### src/rtl/mult_share_arbiter.sv
// mult_share_arbiter: round-robin share of one combinational multiplier between two
// valid/ready requesters, with a registered product on one valid/ready response port.
module mult_share_arbiter #(
  parameter int WIDTH = 4
) (
  input  logic               clk,
  input  logic               rst,
  input  logic               req0_valid,
  output logic               req0_ready,
  input  logic [WIDTH-1:0]   req0_a,
  input  logic [WIDTH-1:0]   req0_b,
  input  logic               req1_valid,
  output logic               req1_ready,
  input  logic [WIDTH-1:0]   req1_a,
  input  logic [WIDTH-1:0]   req1_b,
  output logic [WIDTH-1:0]   mul_a,
  output logic [WIDTH-1:0]   mul_b,
  input  logic [2*WIDTH-1:0] mul_result,
  output logic               rsp_valid,
  input  logic               rsp_ready,
  output logic               rsp_id,
  output logic [2*WIDTH-1:0] rsp_product
);
  logic               rsp_valid_q, rsp_valid_d;
  logic               rsp_id_q, rsp_id_d;
  logic               last_q, last_d;
  logic [2*WIDTH-1:0] prod_q, prod_d;
  logic               can_issue, any_req, gnt, issue, accept;
  // on a tie the channel that did not win last time goes next
  always_comb begin
    can_issue = !rsp_valid_q || rsp_ready;
    any_req   = req0_valid || req1_valid;
    gnt       = (req0_valid && req1_valid) ? !last_q : req1_valid;
    issue     = can_issue && any_req;
    accept    = issue && !rst;
    req0_ready = accept && !gnt;
    req1_ready = accept && gnt;
    mul_a = issue ? (gnt ? req1_a : req0_a) : '0;
    mul_b = issue ? (gnt ? req1_b : req0_b) : '0;
    rsp_valid_d = accept ? 1'b1 : (rsp_ready ? 1'b0 : rsp_valid_q);
    rsp_id_d    = accept ? gnt : rsp_id_q;
    prod_d      = accept ? mul_result : prod_q;
    last_d      = accept ? gnt : last_q;
  end
  always_ff @(posedge clk) begin
    if (rst) begin
      rsp_valid_q <= 1'b0;
      rsp_id_q    <= 1'b0;
      prod_q      <= '0;
      last_q      <= 1'b1;
    end else begin
      rsp_valid_q <= rsp_valid_d;
      rsp_id_q    <= rsp_id_d;
      prod_q      <= prod_d;
      last_q      <= last_d;
    end
  end
  assign rsp_valid   = rsp_valid_q;
  assign rsp_id      = rsp_id_q;
  assign rsp_product = prod_q;
endmodule

### config.mk
export PLATFORM = sky130hd
export DESIGN_NAME = mult_share_arbiter
export DESIGN_NICKNAME = d
export VERILOG_FILES = /design/src/rtl/mult_share_arbiter.sv
export SDC_FILE = /design/constraint.sdc
export NUM_CORES = 1
export LEC_CHECK = 0
export ABC_AREA = 1
export CORE_UTILIZATION = 31
export CTS_CLUSTER_DIAMETER = 30
export DETAILED_ROUTE_END_ITERATION = 8
export GPL_ROUTABILITY_DRIVEN = 0
export PLACE_DENSITY = 0.78
export REMOVE_ABC_BUFFERS = 1
export SLEW_MARGIN = 10
export SYNTH_ARGS = -nofsm -noshare
export SYNTH_HDL_FRONTEND = slang
export SYNTH_SLANG_ARGS = --single-unit
### constraint.sdc
create_clock -name clk -period 1.1 [get_ports clk]
set_input_delay 0.22 -clock clk [delete_from_list [all_inputs] [get_ports clk]]
set_output_delay 0.22 -clock clk [all_outputs]
set_load 0.005 [all_outputs]
After elaboration in Yosys (flattened, before gate mapping)

Index checks and enable logic that the tools add are counted.

Bits in registers: 11
Bits of input ports: 29
Output and inout bits: 20
Logic and storage cells: 23

Mux-type cells: 7
Reduce and logical (&&, ||, !) cells: 12

Operators with widths:

| operator            | number |
|---|---|
| $mux W4             | 4 |
| $logic_and A1 B1 Y1 | 5 |
| $logic_not A1 Y1    | 4 |
| $mux W1             | 3 |
| $logic_or A1 B1 Y1  | 2 |
| $reduce_bool A2 Y1  | 1 |

Longest topological paths before layout

Depth after elaboration: 5
Mapped depth: 6
Mapped depth without buffers: 6

Worst setup path before layout

Ideal clock, no wire load.

Path kind: register to output
Start: register last_q
End: output mul_a[0]
Data arrival time: 786 ps
Data required time: 880 ps
Path slack: 94 ps
Cell stages (with the launch flop): 6
Path buffers: 1
Path through: dfxtp_1 -> nand2_1 -> nand2_1 -> buf_4 -> nand2_1 -> a21oi_1

Word-level cells in the longest chain between the ends: 4

Ends and longest elaborated chain:

| element                  | RTL line | text |
|---|---|---|
| start: declaration       | 26       | `logic last_q, last_d;` |
| start signal: assignment | 55       | `last_q <= last_d;` |
| $logic_not A1 Y1         | 33       | `gnt = (req0_valid && req1_valid) ? !last_q : req1_valid;` |
| $mux W1                  | 33       |  |
| $mux W4 (2 in a row)     | 38       | `mul_a = issue ? (gnt ? req1_a : req0_a) : '0;` |
| end: declaration         | 16       | `output logic [WIDTH-1:0] mul_a,` |

Every way passes these cells.

Final worst setup path

Start: register last_q
End: output mul_a[1]

Same word-level chain as after synthesis.

==> load_flow_metrics.sql <==
INSERT INTO impl_metrics (metric_group, metric, value, unit) VALUES
('worst_setup_path', 'r2r_slack', '-0.07', 'ns'),
('worst_setup_path', 'worst_ep_arrival_time', '1.20', 'ns'),
('grt', 'grt_pass1_vias', '770', ''),
('drt', 'ant_nets', '0', ''),
('synth', 'postSynth.topFlopCell', 'dfxtp_1', ''),
('cts', 'clk_pin_slew', '0.07', 'ns'),
('cts', 'total_number_of_clock_tree_sinks', '11', ''),
('cts', 'worst_skew_pair.late_latency', '0.27', 'ns'),
('floorplan', 'start_util', '0.336', ''),
('cts', 'number_of_levels_in_the_clock_h_tree', '1', ''),
('timing', 'setup_ws', '-0.320', 'ns'),
('power', 'power-per-cell-area', '887', 'nW/um^2'),
('timing', 'worst_slew_pin_slew', '0.181', 'ns'),
('cells_and_area', 'layout_cell_share_with_drive_strength_beyond_1', '0.588', ''),
('drt', 'vias', '817', ''),
('cts', 'cts_root_buffer', 'clkbuf_4', ''),
('worst_setup_path', 'critPathLaunchType', 'flop', ''),
('min_path', 'hold_class', 'input port to flop', ''),
('timing', 'final_setup_fails', '17', ''),
('drt', 'detail_route.wirelength', '2.36', 'mm'),
('cts', 'tritoncts', 'done', ''),
('grt', 'antenna_found_initial', '0', ''),
('synth', 'syn_avg_cell_area', '7.23', 'sq um'),
('timing', 'rsz0062_at_grt', 'true', ''),
('worst_setup_path', 'timing.setup.critical_path_class', 'flop to output port', ''),
('synth', 'synth_most_common_cell', 'nand2_1', ''),
('place', 'place_hpwl', '1.35', 'mm'),
('floorplan', 'die_h', '45.7', 'microns'),
('place', 'dp_worst_setup_slack', '-0.973', 'ns'),
('place', 'dp_cells', '159', ''),
('worst_setup_path', 'worstSetupEndpointType', 'output port', ''),
('worst_setup_path', 'critical_path.max_fanout', '6', ''),
('synth', 'most_area_hungry_cell_type_in_the_yosys_netlist', 'dfxtp_1', ''),
('cts', 'clockBufferDepth', '2', ''),
('timing', 'final.min_clock_period', '1.42', 'ns'),
('cts', 'cts-hold-fix-buffers', '0', ''),
('cells_and_area', 'antennaDiodeCount', '0', ''),
('timing', 'fin_worst_hold_slack', '0.282', 'ns'),
('cts', 'tritoncts.num_buffers', '3', ''),
('floorplan', 'die_area', '2090', 'sq um'),
('drt', 'drt_first_pass_iters', '3', ''),
('timing', 'post-route-period-util', '1.29', ''),
('timing', 'finalHoldViolCount', '0', ''),
('drt', 'remaining_drc_errors', '0', ''),
('power', 'finalPower', '1.25', 'mW'),
('drt', 'vias_per_cell', '4.59', ''),
('timing', 'timing.clock.skew', '0.00377', 'ns'),
('synth', 'postSynthRegisterBits', '11', ''),
('power', 'peakVddDrop', '696', 'uV'),
('floorplan', 'num_io_pins', '49', ''),
('grt', 'pin_count_of_the_biggest_net_entering_global_routing', '11', ''),
('power', 'standby_leakage_power', '0.659', 'nW'),
('timing', 'max_slew_margin', '0.880', ''),
('synth', 'yosysSeqAreaShare', '0.371', ''),
('place', 'port_buf_inserts', '48', ''),
('cells_and_area', 'layoutNonFillerInstCount', '178', ''),
('synth', 'yosys-top-cells-area', 'dfxtp_1 37%, o21ai_2 13%, nand2_1 12%, a21oi_1 7.6%, nand3_1 7.6%', ''),
('floorplan', 'die_w', '45.7', 'microns'),
('synth', 'yosys-top-cells-count', '19 x nand2_1, 12 x inv_1, 11 x dfxtp_1', ''),
('drt', 'initialDrtViolationCount', '5', ''),
('cells_and_area', 'finish.net_count', '183', ''),
('grt', 'global_route_wire_length_before_repair', '3.11', 'mm'),
('synth', 'syn-cell-area', '593', 'sq um'),
('cells_and_area', 'finalInstanceArea', '1400', 'sq um'),
('flow_run', 'drv.max_cap_violation_count', '0', ''),
('synth', 'post-synth-top-area-fraction', '0.371', ''),
('synth', 'share_of_flip_flops_with_an_asynchronous_set_or_reset', '0', ''),
('cells_and_area', 'flow.area_growth_from_synthesis', '137', '%'),
('synth', 'netlist_instances', '82', ''),
('floorplan', 'fp.coreArea', '1760', 'sq um'),
('cells_and_area', 'fillCellCount', '137', ''),
('place', 'dpl_cell_area', '1130', 'sq um'),
('outcome', 'outcome', 'finished, violations left', ''),
('timing', 'fmax', '704', 'MHz'),
('timing', 'timing.final.max_slew_violations', '0', ''),
('synth', 'yosys_warns', '0', ''),
('worst_setup_path', 'data_required_critical_path', '0.88', 'ns'),
('outcome', 'failed_checks', 'negative setup slack', ''),
('drt', 'routedWlPerCell', '13.3', 'microns'),
('grt', 'grt_util_all_layers', '0.210', ''),
('floorplan', 'row_count', '15', ''),
('grt', 'grt_remaining_overflow', '0', ''),
('synth', 'synth-edff-count', '0', ''),
('synth', 'count_of_cell_types_in_the_netlist', '14', '');
-- metrics by stage --
| stage | TNS [ns] | util |
|---|---|---|
| 2_1_floorplan | -0.0230 | - |
| 5_1_grt | -4.21 | 0.796 |
| 3_3_place_gp | -11.42 | 0.640 |
| 3_5_place_dp | -12.08 | 0.640 |
| 4_1_cts | -3.13 | 0.716 |
| 6_report | -3.18 | 0.796 |
-- placed cells by master (no fill, tap or decap), drive strengths merged --
cell type / n
o21ai: 9
dlygate4sd2: 10
inv: 12
clkinv: 1
clkdlybuf4s50: 24
nor2: 4
nand3: 10
a21oi: 9
buf: 33
nand2: 22
dfxtp: 11
clkbuf: 4
clkdlybuf4s15: 4
-- state kept, by name (all words and copies together), names as in the netlist --
register	count
rsp_product	8
last_q	1
rsp_id	1
rsp_valid	1
-- worst paths after layout --
path / start / to / cells after the start
worst max-delay path: last_q / mul_a[1] / 7
worst min-delay path: rst / rsp_valid / 2
worst max register to register: rsp_valid / last_q / 8
worst min register to register: rsp_product[0] / rsp_product[0] / 2
-- per-layer routing --
layer | track usage | part of all wire | vias up | wire [microns]
li1 | - | - | 403 | -
met1 | 0.184 | 0.33 | 369 | 789
met2 | 0.434 | 0.55 | 41 | 1310
met3 | 0.0635 | 0.093 | 4 | 219
met4 | 0.0706 | 0.018 | 0 | 43
met5 | 0 | 0 | - | 0
-- report_power, final --
| part | switching (mW) | internal, mW | total (mW) |
|---|---|---|---|
| Clock | 0.132 | 0.140 | 0.272 |
| Sequential | 0.0240 | 0.437 | 0.461 |
| Combinational | 0.215 | 0.298 | 0.512 |
-- final cells by class --
cell class / count / area, sq um / area share
sequential: 11 / 234 / 0.167
inverter: 13 / 53.8 / 0.0383
clock buffer: 4 / 26.3 / 0.0187
timing repair buffer: 71 / 639 / 0.455
tap: 25 / 31.3 / 0.0223
multi-input combinational: 54 / 419 / 0.299
-- worst max-delay path, cell delays in order, from the launching register on --
cell and delay [ns]:
dfxtp_2 0.33, nand2_2 0.07, nand2_4 0.08, clkinv_4 0.07, buf_6 0.10, nand2_2 0.05, a21oi_2 0.11, buf_2 0.12
-- kinds of logic (layout without fill, tap and decap cells) --
| group | after synthesis | after routing | synth area share |
|---|---|---|---|
| flip-flops | 11 | 11 | 0.371 |
| buffers and inverters | 17 | 88 | 0.141 |
| AO/OA/AOI/OAI | 18 | 18 | 0.209 |
| AND/OR/NAND/NOR | 36 | 36 | 0.278 |
-- repair_timing --
action,CTS,global route
pin swaps,12,8
gates resized for setup,82,38
endpoints found under the setup margin,22,24
buffers inserted,14,4
No activity file was read; power rests on OpenSTA's default activity.
